File: config.mk
export PLATFORM = sky130hd
export DESIGN_NAME = key_shift_reg
export DESIGN_NICKNAME = d
export VERILOG_FILES = /design/src/rtl/key_pkg.sv /design/src/rtl/key_debounce.sv /design/src/rtl/key_shift_reg.sv
export SDC_FILE = /design/constraint.sdc
export NUM_CORES = 1
export LEC_CHECK = 0
export BUFFER_PORTS_ARGS = -buffer_cell sky130_fd_sc_hd__buf_2
export CORE_MARGIN = 2
export CORE_UTILIZATION = 33
export CTS_BUF_LIST = sky130_fd_sc_hd__clkbuf_8
export CTS_CLUSTER_DIAMETER = 40
export DETAILED_ROUTE_END_ITERATION = 8
export HOLD_SLACK_MARGIN = 0.15
export PLACE_DENSITY = 0.45
export SLEW_MARGIN = 20
export SYNTH_ARGS = -nofsm -noshare
export SYNTH_HDL_FRONTEND = slang
export SYNTH_HIERARCHICAL = 1
export SYNTH_SLANG_ARGS = --single-unit
export TNS_END_PERCENT = 100
File: constraint.sdc
create_clock -name clk -period 2.1 [get_ports clk]
set_input_delay 0.63 -clock clk [delete_from_list [all_inputs] [get_ports clk]]
set_output_delay 0.63 -clock clk [all_outputs]
set_load 0.02 [all_outputs]
File: src/rtl/key_pkg.sv
// Shared definitions for the front-panel key shift/load register.
package key_pkg;

  // Operation codes reported on last_op.
  typedef enum logic [1:0] {
    OP_CLR  = 2'd0,
    OP_LOAD = 2'd1,
    OP_SHR  = 2'd2,
    OP_SHL  = 2'd3
  } op_e;

endpackage

File: src/rtl/key_debounce.sv
// One push-button front end: 2-flop synchroniser, stability-count debouncer
// and press-edge detector producing a single-cycle press event.
module key_debounce #(
  parameter int DEBOUNCE_CYCLES = 50000,
  parameter bit KEY_ACTIVE_LOW  = 1'b1
) (
  input  logic clk,
  input  logic rst_n,
  input  logic key_raw,
  output logic press
);

  // The counter only ever holds 0..DEBOUNCE_CYCLES-1; reaching the last
  // value with the level still different accepts the change.
  localparam int CNT_W = (DEBOUNCE_CYCLES > 1) ? $clog2(DEBOUNCE_CYCLES) : 1;
  localparam logic [CNT_W-1:0] CNT_LAST = CNT_W'(DEBOUNCE_CYCLES - 1);

  // Everything below works in "1 = pressed" polarity, so the released
  // level is always 0 regardless of how the board wires the key.
  logic             key_act;
  logic             sync_p0;
  logic             sync_p1;
  logic             level;
  logic [CNT_W-1:0] cnt;

  assign key_act = KEY_ACTIVE_LOW ? ~key_raw : key_raw;

  // Synchronise, debounce and flag released->pressed transitions.
  always_ff @(posedge clk or negedge rst_n) begin
    if (!rst_n) begin
      sync_p0 <= 1'b0;
      sync_p1 <= 1'b0;
      level   <= 1'b0;
      cnt     <= '0;
      press   <= 1'b0;
    end else begin
      sync_p0 <= key_act;
      sync_p1 <= sync_p0;
      press   <= 1'b0;
      if (sync_p1 == level) begin
        cnt <= '0;
      end else if (cnt == CNT_LAST) begin
        level <= sync_p1;
        cnt   <= '0;
        press <= sync_p1;
      end else begin
        cnt <= cnt + CNT_W'(1);
      end
    end
  end

endmodule

File: src/rtl/key_shift_reg.sv
// Front-panel shift/load register: four debounced buttons clear, load,
// shift right or shift left a data register; shifted-out bits are kept
// in a trace register.
module key_shift_reg
  import key_pkg::*;
#(
  parameter int WIDTH           = 8,
  parameter int DEBOUNCE_CYCLES = 50000,
  parameter bit KEY_ACTIVE_LOW  = 1'b1
) (
  input  logic                       clk,
  input  logic                       rst_n,
  input  logic                       key_clr,
  input  logic                       key_load,
  input  logic                       key_shr,
  input  logic                       key_shl,
  input  logic                       en,
  input  logic [WIDTH-1:0]           din,
  input  logic                       ser_in,
  output logic [WIDTH-1:0]           data_q,
  output logic [WIDTH-1:0]           trace_q,
  output logic [$clog2(WIDTH+1)-1:0] shift_cnt,
  output logic                       full,
  output logic                       op_valid,
  output logic [1:0]                 last_op
);

  localparam int CNT_W = $clog2(WIDTH + 1);
  localparam logic [CNT_W-1:0] CNT_MAX = CNT_W'(WIDTH);

  logic             ev_clr;
  logic             ev_load;
  logic             ev_shr;
  logic             ev_shl;
  logic             apply;
  op_e              op_nxt;
  op_e              op_q;
  logic [WIDTH-1:0] data_nxt;
  logic [WIDTH-1:0] trace_nxt;
  logic [CNT_W-1:0] cnt_nxt;
  logic [CNT_W-1:0] cnt_inc;

  key_debounce #(.DEBOUNCE_CYCLES(DEBOUNCE_CYCLES), .KEY_ACTIVE_LOW(KEY_ACTIVE_LOW))
    u_db_clr  (.clk(clk), .rst_n(rst_n), .key_raw(key_clr),  .press(ev_clr));
  key_debounce #(.DEBOUNCE_CYCLES(DEBOUNCE_CYCLES), .KEY_ACTIVE_LOW(KEY_ACTIVE_LOW))
    u_db_load (.clk(clk), .rst_n(rst_n), .key_raw(key_load), .press(ev_load));
  key_debounce #(.DEBOUNCE_CYCLES(DEBOUNCE_CYCLES), .KEY_ACTIVE_LOW(KEY_ACTIVE_LOW))
    u_db_shr  (.clk(clk), .rst_n(rst_n), .key_raw(key_shr),  .press(ev_shr));
  key_debounce #(.DEBOUNCE_CYCLES(DEBOUNCE_CYCLES), .KEY_ACTIVE_LOW(KEY_ACTIVE_LOW))
    u_db_shl  (.clk(clk), .rst_n(rst_n), .key_raw(key_shl),  .press(ev_shl));

  // Shift count saturates at WIDTH; shifting itself carries on.
  assign cnt_inc = (shift_cnt == CNT_MAX) ? shift_cnt : shift_cnt + CNT_W'(1);
  assign full    = (shift_cnt == CNT_MAX);
  assign last_op = op_q;

  // Pick the single winning event (clear > load > shr > shl) and form the next state.
  always_comb begin
    apply     = 1'b0;
    op_nxt    = op_q;
    data_nxt  = data_q;
    trace_nxt = trace_q;
    cnt_nxt   = shift_cnt;
    if (ev_clr) begin
      apply     = 1'b1;
      op_nxt    = OP_CLR;
      data_nxt  = '0;
      trace_nxt = '0;
      cnt_nxt   = '0;
    end else if (en) begin
      if (ev_load) begin
        apply    = 1'b1;
        op_nxt   = OP_LOAD;
        data_nxt = din;
        cnt_nxt  = '0;
      end else if (ev_shr) begin
        apply     = 1'b1;
        op_nxt    = OP_SHR;
        data_nxt  = {ser_in, data_q[WIDTH-1:1]};
        trace_nxt = {data_q[0], trace_q[WIDTH-1:1]};
        cnt_nxt   = cnt_inc;
      end else if (ev_shl) begin
        apply     = 1'b1;
        op_nxt    = OP_SHL;
        data_nxt  = {data_q[WIDTH-2:0], ser_in};
        trace_nxt = {trace_q[WIDTH-2:0], data_q[WIDTH-1]};
        cnt_nxt   = cnt_inc;
      end
    end
  end

  // Commit the applied operation and pulse op_valid for one cycle.
  always_ff @(posedge clk or negedge rst_n) begin
    if (!rst_n) begin
      data_q    <= '0;
      trace_q   <= '0;
      shift_cnt <= '0;
      op_valid  <= 1'b0;
      op_q      <= OP_CLR;
    end else begin
      op_valid <= apply;
      if (apply) begin
        data_q    <= data_nxt;
        trace_q   <= trace_nxt;
        shift_cnt <= cnt_nxt;
        op_q      <= op_nxt;
      end
    end
  end

endmodule

; Word-level counts from Yosys, hierarchy flattened
; Index checks and enable logic that the tools add are counted.
[classes]
add_sub_neg = 5
reduce_logical = 9
n_bitwise = 8
mux = 42
eq_ne = 10
[ops]
columns = op, n
row1 = $mux W16, 8
row2 = $mux W8, 10
row3 = $add A16 B1 Y16 const B, 4
row4 = $eq A16 B16 Y1 const B, 4
row5 = $mux W4, 6
row6 = $mux W1, 13
row7 = $mux W2, 5
row8 = $not A1 Y1, 8
row9 = $reduce_and A2 Y1, 4
row10 = $add A4 B1 Y4 const B, 1
row11 = $eq A1 B1 Y1, 4
row12 = $eq A4 B4 Y1 const B, 1
row13 = $reduce_and A4 Y1, 1
row14 = $reduce_bool A4 Y1, 1
row15 = $reduce_and A3 Y1, 1
row16 = $reduce_bool A3 Y1, 1
row17 = $ne A2 B2 Y1 const B, 1
row18 = $reduce_bool A2 Y1, 1
[word_totals]
wordCells = 99
input_bits = 16
reg_bits = 103
output_inout_bits = 24

; Longest topological paths before layout
[logic_depth]
word_depth = 7
ltp_mapped = 6
mapped_depth_nobuf = 5

; Hierarchy
; The synthesis kept the hierarchy.
[modules_own_cells]
columns = module, seq_area_each_um2, n_inst, area_each_um2, cells_each
row1 = key_debounce, 500.5, 4, 972.2, 92
row2 = key_shift_reg, 575.6, 1, 1288.7, 121

; Worst setup path after synthesis
; Ideal clock, no wire load.
[synth_path]
kind = flip-flop to flip-flop
startpoint = reg shift_cnt[0]
endpoint = reg shift_cnt[0]
setup_ns = 0.077
required_time_ns = 2.023
path_slack_ns = 0.325
t_arrival_ns = 1.698
n_path_buf = 1
path_stages_with_launch = 7
cell_sequence = dfrtp_1 inv_1 ha_1 and3b_1 clkbuf_1 or4_1 a21oi_1
[synth_between]
elab_chain_len = 7
[synth_lines]
columns = item, line
row1 = from (decl), key_shift_reg.sv:22  ; output logic [$clog2(WIDTH+1)-1:0] shift_cnt,
row2 = from (signal assigned), key_shift_reg.sv:105  ; shift_cnt <= cnt_nxt;
row3 = $eq A4 B4 Y1 *, n/a
row4 = via full, key_shift_reg.sv:23  ; output logic full,
row5 = $mux W4 *, key_shift_reg.sv:53  ; assign cnt_inc = (shift_cnt == CNT_MAX) ? shift_cnt : shift_cnt + CNT_W'(1);
row6 = $mux W4, key_shift_reg.sv:82  ; end else if (ev_shl) begin
row7 = $mux W4 *, key_shift_reg.sv:76  ; end else if (ev_shr) begin
row8 = $mux W4 *, key_shift_reg.sv:71  ; if (ev_load) begin
row9 = $mux W4 *, key_shift_reg.sv:70  ; end else if (en) begin
row10 = $mux W4 *, key_shift_reg.sv:64  ; if (ev_clr) begin
; The timed path passes the listed nets; every way through them passes the cells marked *. The select of a mux whose other input is x is not followed.
; A chain may end at the register's enable or synchronous reset.

; Final worst setup path
[layout_path]
startpoint = reg shift_cnt[1]
endpoint = out full
[layout_between]
elab_chain_len = 1
[layout_lines]
columns = item, line
row1 = $eq A4 B4 Y1, key_shift_reg.sv:54  ; assign full = (shift_cnt == CNT_MAX);
row2 = to (decl), key_shift_reg.sv:23
; No other way between the ends.

==> metrics <==
outcome=finished clean; fin crit period=approximately 2.1 ns; nets@finish=between 500 and 600; multi-input logic area=about 2400 um2; grt met1 use=0.200; crit path kind=reg -> out; Layout area overhead=11.4%; CTS tree=yes; clock-pin slew on the worst setup and hold paths=~0.090 ns; Yosys warnings=6; Final TNS setup=0 ns; IO Pins=40; CTS root buf=clkbuf_8; register area=2580 um2; drt wl/cell=approximately 14 um; Cell Rows=between 40 and 50; Worst slew margin=0.596; Starting Density=0.339; layout cell share with drive strength beyond 1=0.191; Hold Crit Class=in -> async; top_reg_cell synth=dfrtp_1; via count=between 3000 and 4000; Critical Path Source Type=register; worst stage delay on the critical path=~0.4 ns; drt pass-1 iters=4; Final Wtd Congestion=0.781; met2 Use GR=0.206; worst-skew pair later-pin latency=about 0.38 ns; clock skew=around 0.0085 ns; first-pass GRT wire length=roughly 18000 um; Final period util=0.977; DRT Wirelength=between 10000 and 15000 um; commonest non-fill, non-tap cell in the layout=dfrtp_1; initial antenna violation count=0; grt ovf=0; Peak Freq=approximately 490 MHz; Post-route DRC=0; crit-path max FO=5; met3 GRT Util=0.0264; CP endpoint kind=primary output; Layout Cells excl Fill=745; MaxCap Viol Count=0; initial drt markers=231; ys async rst share=1.00; Total GRT Usage=0.139; top cell type's share of synthesized area=0.498; crit path max-delay cell type=dfrtp_1; synthesized area per cell=approximately 11 um2; crit path cell chain=inv_1, ha_1, and3b_2, buf_4; critical path arrival=between 1 and 1.5 ns; PwrDens=564 nW/um2; Post-Synthesis Cells=489; Synth Register Bits=around 100; Final ANT Viol Nets=0; Max VDD drop=~0.00023 V; Cell variety after synth=42; Placeable Area=15300 um2; WHS=0.193 ns; Post-Place Cells=around 730; largest net degree at the start of global routing=34; TritonCTS Buffers=9; mapped cell area=between 5000 and 6000 um2; synth top area cells=dfrtp_1, xnor2_1, nor2_1, mux2i_1, nand4_1; Max clock buf depth=2; # hold bufs at CTS=0; busiest grt layer=met2; leak pwr=between 2 and 2.5 nW; die area=16700 um2; die outline width=between 100 and 150 um; syn nets=511; Slew Limit Fails=0; CTS sink cnt=103; Final setup viols=0; fin area=a little under 6000 um2; die height=129 um; filler cell count in the final layout=1510; sequential share of the synthesized area=0.498; number of vias per cell=slightly below 5; Post-synth EDFFs=0; worst setup margin=roughly 0.048 ns; port buffer count=39; worst-margin pin slew=0.604 ns; vias in the first global route=about 3700; highest-count cells in the layout ignoring fill and taps=dfrtp_1, nor2_1, xnor2_1, buf_2; DP HPWL=7440 um; pre-CTS setup slack=around 0.27 ns; Yosys top cell by area=dfrtp_1; CTS H-tree lvls=3; required time of the critical path=1.47 ns; DP Area=about 5600 um2; antenna cells=0; Final Hold Viols=0
## cells by family (layout without fill, tap and decap cells)
| logic type | after synthesis | in the layout | synth area share |
|---|---|---|---|
| AOI/OAI and AO/OA | 29 | 29 | 0.0428 |
| xor gates and xnor gates | 60 | 60 | 0.101 |
| adders and majority gates | 6 | 6 | 0.0145 |
| buffers and inverters | 43 | 88 | 0.0474 |
| DFF | 103 | 103 | 0.498 |
| muxes | 28 | 28 | 0.0570 |
| and+or+nand+nor | 220 | 220 | 0.239 |
## per-layer routing
metal,routed length [um],up-vias
met5,0,-
met4,205,0
met3,352,14
met2,4730,47
met1,5440,1751
li1,-,1798
## registers in the layout, summed over array words and instances, names as in the netlist, 2 cells and up
signal	count
u_db_shr/cnt	16
u_db_load/cnt	16
data_q	8
u_db_clr/cnt	16
u_db_shl/cnt	16
last_op	2
trace_q	8
shift_cnt	4
## what timing repair did
action,in CTS,in global routing
gates resized for setup,1,1
endpoints found under the setup margin,1,1
buffers inserted,1,3
## synthesized netlist by cell type (all sizes together), types with 2 or more instances
master / count
clkbuf: 4
mux2: 12
nor4bb: 4
mux2i: 16
o211ai: 2
nor2: 78
buf: 21
ha: 6
nor3: 9
dfrtp: 103
nand2: 21
or4b: 4
and3: 9
nor2b: 2
nor4: 24
o21ai: 10
nor4b: 5
and4bb: 4
inv: 18
xor2: 16
or3: 5
nand4: 24
nand3: 24
nor3b: 4
a22o: 10
xnor2: 44
## report_power, final
part | switching [mW] | leakage, nW | internal [mW]
registers | 0.0225 | 1.40 | 2.01
logic | 0.0803 | 0.946 | 0.0471
clock network | 0.654 | 0.0971 | 0.440
total | 0.757 | 2.44 | 2.49
## final timing paths
path	start	to	slack, ns	cells after the start
max in group asynchronous	rst_n	data_q[3]	1.35	2
hold reg to reg	u_db_shr/sync_p0	u_db_shr/sync_p1	0.36	0
min in group clk	u_db_shr/sync_p0	u_db_shr/sync_p1	0.36	0
setup reg to reg	u_db_shr/cnt[7]	u_db_shr/cnt[10]	0.41	4
setup / recovery	shift_cnt[1]	full	0.05	4
hold / removal	rst_n	u_db_clr/cnt[9]	0.19	1
## stage by stage
stage / total power [mW] / utilization
floorplan: 2.11 / -
global placement: 2.20 / 0.365
detailed placement: 2.20 / 0.365
CTS: 3.33 / 0.376
global route: 3.42 / 0.378
finish: 3.25 / 0.378
## worst max-delay path: cells and delay by family (launching register included)
kind	cells	cell delay [ns]
adders and majority gates	1	0.17
buffers and inverters	2	0.23
DFF	1	0.40
and+or+nand+nor	1	0.25
## final cells by class
cell class,count,area share
clock buffers,10,0.0239
clock inverters,5,0.00347
inverters,18,0.0117
multi-input cells,343,0.408
flip-flops and latches,103,0.447
well taps,211,0.0458
repair buffers,55,0.0599
Note: power is estimated with default switching activity, not from simulation.
